==> src/rtl/ntt_layer_sequencer_if.sv <==
// Bus between the NTT layer sequencer and its RAM/ROM/butterfly environment.
// The stall input exists only when NTT_SEQ_STALL_EN is defined.
interface ntt_layer_sequencer_if;
    logic       start;
    logic       inv;
`ifdef NTT_SEQ_STALL_EN
    logic       stall;
`endif
    logic       ct;
    logic       rd_en;
    logic [7:0] rd_addr_a;
    logic [7:0] rd_addr_b;
    logic [6:0] tw_addr;
    logic       wr_en;
    logic [7:0] wr_addr_a;
    logic [7:0] wr_addr_b;
    logic       busy;
    logic       done;

    modport master (
        output ct, rd_en, rd_addr_a, rd_addr_b, tw_addr,
        output wr_en, wr_addr_a, wr_addr_b, busy, done,
        input  start, inv
`ifdef NTT_SEQ_STALL_EN
        , input stall
`endif
    );

    modport slave (
        input  ct, rd_en, rd_addr_a, rd_addr_b, tw_addr,
        input  wr_en, wr_addr_a, wr_addr_b, busy, done,
        output start, inv
`ifdef NTT_SEQ_STALL_EN
        , output stall
`endif
    );
endinterface

==> src/rtl/ntt_layer_sequencer.sv <==
// Drives one shared Kyber butterfly through 7 layers x 128 butterflies (NTT or INTT).
// Optional issue stall is compiled in with NTT_SEQ_STALL_EN.
module ntt_layer_sequencer #(
    parameter int BF_LAT  = 4,
    parameter int MEM_LAT = 1
) (
    input  logic                         clk,
    input  logic                         rst,
    ntt_layer_sequencer_if.master        bus
);
    localparam int D  = MEM_LAT + BF_LAT;
    localparam int DW = $clog2(D + 1);

    typedef enum logic [1:0] {IDLE, ISSUE, DRAIN, FINISH} state_t;

    state_t          state;
    logic [2:0]      layer;
    logic [6:0]      cnt;
    logic [DW-1:0]   dcnt;
    logic            ct;
    logic            rd_en;
    logic [7:0]      rd_addr_a;
    logic [7:0]      rd_addr_b;
    logic [6:0]      tw_addr;
    logic            busy;
    logic            done;
    logic            stall;

    logic [D-1:0]    vld_p;
    logic [7:0]      addr_a_p [D];
    logic [7:0]      addr_b_p [D];

`ifdef NTT_SEQ_STALL_EN
    assign stall = bus.stall;
`else
    assign stall = 1'b0;
`endif

    // {a, b, tw} for butterfly idx of layer lyr; len halves per layer in CT, doubles in GS
    function automatic logic [22:0] pair_addr(input logic intt, input logic [2:0] lyr,
                                              input logic [6:0] idx);
        logic [2:0] sh;
        logic [7:0] len;
        logic [6:0] msk;
        logic [6:0] g;
        logic [6:0] j;
        logic [6:0] tw;
        logic [7:0] a;
        sh  = intt ? lyr + 3'd1 : 3'd7 - lyr;
        len = 8'd1 << sh;
        msk = len[6:0] - 7'd1;
        g   = idx >> sh;
        j   = idx & msk;
        a   = ({1'b0, g} << ({1'b0, sh} + 4'd1)) + {1'b0, j};
        tw  = intt ? (7'h7f >> lyr) - g : (7'd1 << lyr) + g;
        return {a, a + len, tw};
    endfunction

    always_ff @(posedge clk) begin
        if (rst) begin
            state     <= IDLE;
            layer     <= '0;
            cnt       <= '0;
            dcnt      <= '0;
            ct        <= 1'b0;
            rd_en     <= 1'b0;
            rd_addr_a <= '0;
            rd_addr_b <= '0;
            tw_addr   <= '0;
            busy      <= 1'b0;
            done      <= 1'b0;
        end else begin
            done <= 1'b0;
            case (state)
                IDLE: begin
                    if (bus.start) begin
                        state <= ISSUE;
                        layer <= '0;
                        cnt   <= '0;
                        ct    <= ~bus.inv;
                        busy  <= 1'b1;
                        rd_en <= 1'b1;
                        {rd_addr_a, rd_addr_b, tw_addr} <= pair_addr(bus.inv, 3'd0, 7'd0);
                    end
                end
                // cnt is the butterfly currently on the read bus; advance only when not stalled
                ISSUE: begin
                    if (stall) begin
                        rd_en <= 1'b0;
                    end else if (cnt == 7'd127) begin
                        rd_en <= 1'b0;
                        dcnt  <= '0;
                        state <= DRAIN;
                    end else begin
                        cnt   <= cnt + 7'd1;
                        rd_en <= 1'b1;
                        {rd_addr_a, rd_addr_b, tw_addr} <= pair_addr(~ct, layer, cnt + 7'd1);
                    end
                end
                // Let the last writes of this layer land before the next layer reads
                DRAIN: begin
                    if (dcnt == DW'(D - 1)) begin
                        if (layer == 3'd6) begin
                            state <= FINISH;
                        end else begin
                            layer <= layer + 3'd1;
                            cnt   <= '0;
                            rd_en <= 1'b1;
                            state <= ISSUE;
                            {rd_addr_a, rd_addr_b, tw_addr} <= pair_addr(~ct, layer + 3'd1, 7'd0);
                        end
                    end else begin
                        dcnt <= dcnt + DW'(1);
                    end
                end
                FINISH: begin
                    done  <= 1'b1;
                    busy  <= 1'b0;
                    state <= IDLE;
                end
                default: state <= IDLE;
            endcase
        end
    end

    // Read-to-write delay line: RAM read latency plus butterfly latency
    always_ff @(posedge clk) begin
        if (rst) begin
            vld_p <= '0;
            for (int i = 0; i < D; i++) begin
                addr_a_p[i] <= '0;
                addr_b_p[i] <= '0;
            end
        end else begin
            vld_p[0]    <= rd_en;
            addr_a_p[0] <= rd_addr_a;
            addr_b_p[0] <= rd_addr_b;
            for (int i = 1; i < D; i++) begin
                vld_p[i]    <= vld_p[i-1];
                addr_a_p[i] <= addr_a_p[i-1];
                addr_b_p[i] <= addr_b_p[i-1];
            end
        end
    end

    assign bus.ct        = ct;
    assign bus.rd_en     = rd_en;
    assign bus.rd_addr_a = rd_addr_a;
    assign bus.rd_addr_b = rd_addr_b;
    assign bus.tw_addr   = tw_addr;
    assign bus.wr_en     = vld_p[D-1];
    assign bus.wr_addr_a = addr_a_p[D-1];
    assign bus.wr_addr_b = addr_b_p[D-1];
    assign bus.busy      = busy;
    assign bus.done      = done;
endmodule

==> src/flat_wrapper.sv <==
// flat-port wrapper written by rule: the top's interface ports become plain ports
module ntt_layer_sequencer_flat 
#(
    parameter int BF_LAT  = 4,
    parameter int MEM_LAT = 1
)
  (clk, rst, bus_ct, bus_rd_en, bus_rd_addr_a, bus_rd_addr_b, bus_tw_addr, bus_wr_en, bus_wr_addr_a, bus_wr_addr_b, bus_busy, bus_done, bus_start, bus_inv);
  ntt_layer_sequencer_if bus_i ();
  input  logic clk;
  input  logic rst;
  output wire logic [$bits(bus_i.ct)-1:0] bus_ct;
  output wire logic [$bits(bus_i.rd_en)-1:0] bus_rd_en;
  output wire logic [$bits(bus_i.rd_addr_a)-1:0] bus_rd_addr_a;
  output wire logic [$bits(bus_i.rd_addr_b)-1:0] bus_rd_addr_b;
  output wire logic [$bits(bus_i.tw_addr)-1:0] bus_tw_addr;
  output wire logic [$bits(bus_i.wr_en)-1:0] bus_wr_en;
  output wire logic [$bits(bus_i.wr_addr_a)-1:0] bus_wr_addr_a;
  output wire logic [$bits(bus_i.wr_addr_b)-1:0] bus_wr_addr_b;
  output wire logic [$bits(bus_i.busy)-1:0] bus_busy;
  output wire logic [$bits(bus_i.done)-1:0] bus_done;
  input wire logic [$bits(bus_i.start)-1:0] bus_start;
  input wire logic [$bits(bus_i.inv)-1:0] bus_inv;
  assign bus_ct = bus_i.ct;
  assign bus_rd_en = bus_i.rd_en;
  assign bus_rd_addr_a = bus_i.rd_addr_a;
  assign bus_rd_addr_b = bus_i.rd_addr_b;
  assign bus_tw_addr = bus_i.tw_addr;
  assign bus_wr_en = bus_i.wr_en;
  assign bus_wr_addr_a = bus_i.wr_addr_a;
  assign bus_wr_addr_b = bus_i.wr_addr_b;
  assign bus_busy = bus_i.busy;
  assign bus_done = bus_i.done;
  assign bus_i.start = bus_start;
  assign bus_i.inv = bus_inv;
  ntt_layer_sequencer #(.BF_LAT(BF_LAT), .MEM_LAT(MEM_LAT)) u_core (.clk(clk), .rst(rst), .bus(bus_i));
endmodule
==> config.mk <==
export PLATFORM = sky130hd
export DESIGN_NAME = ntt_layer_sequencer_flat
export DESIGN_NICKNAME = d
export VERILOG_FILES = /design/src/rtl/ntt_layer_sequencer_if.sv /design/src/rtl/ntt_layer_sequencer.sv /design/src/flat_wrapper.sv
export SDC_FILE = /design/constraint.sdc
export NUM_CORES = 1
export LEC_CHECK = 0
export ABC_AREA = 1
export BUFFER_PORTS_ARGS = -buffer_cell sky130_fd_sc_hd__clkbuf_2
export CAP_MARGIN = 20
export CORE_MARGIN = 2
export CORE_UTILIZATION = 50
export DETAILED_ROUTE_END_ITERATION = 8
export PLACE_DENSITY = 0.68
export SYNTH_ARGS = -nofsm -noshare
export SYNTH_HDL_FRONTEND = slang
export SYNTH_SLANG_ARGS = --single-unit
==> constraint.sdc <==
create_clock -name clk -period 7.1 [get_ports clk]
set_input_delay 1.065 -clock clk [delete_from_list [all_inputs] [get_ports clk]]
set_output_delay 1.065 -clock clk [all_outputs]
set_load 0.05 [all_outputs]
==> key figures <==
Outcome
  – Result of the run: finished, final reports clean

Clock tree
  – Depth of the CTS H-tree: 4
  – Hold-fix buffers, CTS: 0
  – Clk_lat worst skew: 0.41 ns
  – Maximum buffer depth of the clock tree: 2
  – Post-CTS Setup Bufs: 0
  – Root Buffer Master: clkbuf_16
  – Number of sinks on the clock net: 127
  – TritonCTS Buffers: 17
  – Clock-pin slew on the worst setup and hold paths: 0.06 ns
  – Cells resized by post-CTS repair: 0
  – Clock tree from TritonCTS: yes

Worst setup path
  – Endpoint arrival time on the critical path: 5.53 ns
  – Startpoint kind of the worst setup timing path: register
  – Crit path required time: 7.40 ns
  – Most repeated library cell on the critical path: nand2_1
  – Crit-path slowest cell: dfxtp_1
  – Largest fanout on the critical path: 17
  – Classification of the worst setup path: register to register
  – Worst Setup SP: u_core.bus.ct
  – Worst setup EP type: register
  – Number of buffer and inverter instances along the worst setup path: 4
  – Delay of the slowest cell on the worst path: 0.69 ns
  – Levels on crit path: 27
  – Critical R2R Launch: u_core.bus.ct
  – Cell family with most CP delay: adder cells
  – R2R depth: 27

Cells and area
  – Sequential cell area in the final layout: 0.002542 mm^2
  – Fraction of final layout cells sized beyond drive strength 1: 10.41%
  – Final net count: 1026
  – Most frequent cells in the layout: inv_1, nand2_1, nor2_1
  – Layout overhead on the synthesized area: 13.07%
  – Leading cell type in the layout, fill and taps excluded: inv_1
  – Antenna Diode Count: 0
  – Count of placed standard cells in the final layout, fillers left out: 1156
  – Multi-input gate area: 0.003184 mm^2
  – Core utilization of the finished layout: 57.52%
  – Number of filler instances in the final layout: 1254

Hold path
  – Worst Min Path Start: u_core.addr_a_p[0][23]
  – Worst Hold Path Cells: 2
  – HP Class: register to register

Synthesis
  – Post-synth EDFFs: 0
  – Fraction of post-synthesis cell area in the top cell type by area: 38.04%
  – Average footprint of a synthesized cell: 7.088 um^2
  – Area contributors post-synth: dfxtp_1, inv_1, ha_1, nand2_1, nor2_1
  – Synth cell types: 44
  – Ys async rst share: 0%
  – Top cell type by total area after synthesis: dfxtp_1
  – Number of warnings reported in the yosys synthesis log: 0
  – Prevailing post-synth register cell: dfxtp_1
  – Number of instances in the synthesized netlist: 943
  – Post-synthesis register bit count: 127
  – Sequential-to-total area share from yosys stat: 38.04%
  – Syn Std Cell Area: 0.006684 mm^2
  – Post-synthesis net count: 1002

Timing
  – Final setup TNS: 0 ns
  – Unrepaired setup endpoints after global routing: false
  – Pin slew with the least headroom to its limit: 0.7723 ns
  – Share of the cycle needed by the critical path after routing: 73.71%
  – Final hold violation count: 0
  – Max-slew violation count: 0
  – Setup clock skew after layout: 0.008080 ns
  – Total of endpoints with negative setup slack in the final report: 0
  – Worst-case headroom to the max-slew limit: 48.51%
  – Final critical path time including I/O delays and setup: 5.233 ns
  – Highest achievable clock rate: 191.1 MHz
  – Hold slack final: 0.3985 ns

Power
  – Power after layout: 3032 uW
  – PD cells: 401.2 mW/mm^2
  – Peak VDD IR: 0.1537 mV
  – Pleak: 0.003529 uW

Global route
  – GRT Overall Usage: 20.58%
  – Remaining Overflow, GRT: 0
  – Largest net degree at the start of global routing: 80
  – Number of global-route vias before repair: 4996
  – Antenna violations before repair: 0
  – Wire length of the first global-routing pass: 23580 um

Floorplanning
  – Initial standard-cell utilization of the core: 50.88%
  – Total die area: 0.01431 mm^2
  – I/O pin count: 48
  – Area inside the core boundary: 0.01314 mm^2
  – Die Span Y: 119.6 um
  – Die Wd: 119.6 um
  – Site row count: 42

Drt
  – First-pass detailed-route iteration total: 5
  – Via count of the routed design: 5566
  – Drt wl/cell: 12.33 um
  – Avg Vias per Cell: 4.815
  – Antenna violation net count after detailed routing: 0
  – DR DRC count: 0
  – Starting DRC count in detailed routing: 445
  – Wire length reported by the detailed router: 14250 um

Place
  – Port Buf Inserts: 47
  – RD Place Congestion: 0.8893
  – Dpl cells: 1124
  – Placed wire-length estimate after detailed placement: 10520 um

Run
  – Maximum capacitance violations: 0
==> metrics by stage <==
stage / worst slack [ns] / instance area [um^2]
floorplan: 2.067 / 6684
detailed placement: 1.961 / 6920
finish: 1.867 / 7557
global route: 1.374 / 7557
global placement: 2.152 / 6920
CTS: 1.902 / 7557
==> worst reg2reg max path, cell delays in order, from the launching register on <==
cell and delay (ns):
dfxtp_1 0.69, inv_2 0.27, o21ai_2 0.56, inv_2 0.20
ha_1 0.28, ha_1 0.40, nor3_1 0.08, ha_1 0.22
fa_1 0.41, a21oi_1 0.16, o21ai_0 0.13, nand2_1 0.08
nand2_1 0.05, a21oi_1 0.14, xor2_1 0.22, inv_1 0.07
ha_1 0.31, a21oi_1 0.15, o21a_1 0.15, nand2_1 0.06
nand2_1 0.05, nand2_1 0.06, inv_1 0.05, nand3_1 0.07
nand3_1 0.10, nand2_1 0.07, nand2_1 0.06, nand2_1 0.05
==> synth_stat cells (7+ instances only) <==
cell type	instances
a21oi_1	48
nand3_1	66
nor2_1	136
xor2_1	11
inv_1	185
nand2_1	161
clkbuf_1	15
or2_2	7
dfxtp_1	127
buf_4	18
ha_1	52
o21ai_0	35
a31oi_1	10
==> logic make-up after synthesis <==
logic type               count (synthesis)  share of synthesized area, %
AO/OA/AOI/OAI                          125                         11.01
flip-flops                             127                         38.04
buffers and inverters                  235                         14.32
AND/OR/NAND/NOR                        386                         23.90
XOR/XNOR                                14                         1.947
adder cells (fa/ha/maj)                 55                         10.63
multiplexers                             1                        0.1498
==> state kept, by name, indices dropped and copies added, names as in the netlist <==
signal and cells:
u_core.cnt 7, u_core.bus.rd_en 1, u_core.bus.tw_addr 7, u_core.vld_p 5, u_core.bus.done 1, u_core.state 2
u_core.bus.ct 1, u_core.addr_b_p 40, u_core.bus.rd_addr_a 8, u_core.dcnt 3, u_core.bus.busy 1, u_core.layer 3
u_core.bus.rd_addr_b 8, u_core.addr_a_p 40
==> layout make-up <==
class / count / share of cell area [%]
timing repair buffer: 50 / 3.444
tap: 176 / 2.914
sequential: 127 / 33.64
clock buffer: 20 / 6.043
inverter: 190 / 9.437
multi-input combinational: 581 / 42.14
clock inverter: 12 / 2.384
==> routing by layer <==
layer  vias to the layer above  track usage, %  share of wire (%)
li1                       2956               -                  -
met1                      2457           28.46                 51
met2                       131           32.18                 44
met3                        22           3.612                3.4
met4                         0           7.721                2.2
met5                         -               0                  0
==> report_power, final <==
group / switching [uW] / internal (uW)
sequential: 45.7 / 777
combinational: 900 / 392
clock: 309 / 608
total: 1250 / 1780
==> worst paths after layout <==
kind                                   to  slack, ns
setup / recovery  u_core.bus.rd_addr_b[7]       1.87
hold / removal     u_core.addr_a_p[0][31]       0.40
setup reg to reg  u_core.bus.rd_addr_b[7]       1.87
hold reg to reg    u_core.addr_a_p[0][31]       0.40
No activity file was read; power rests on OpenSTA's default activity.
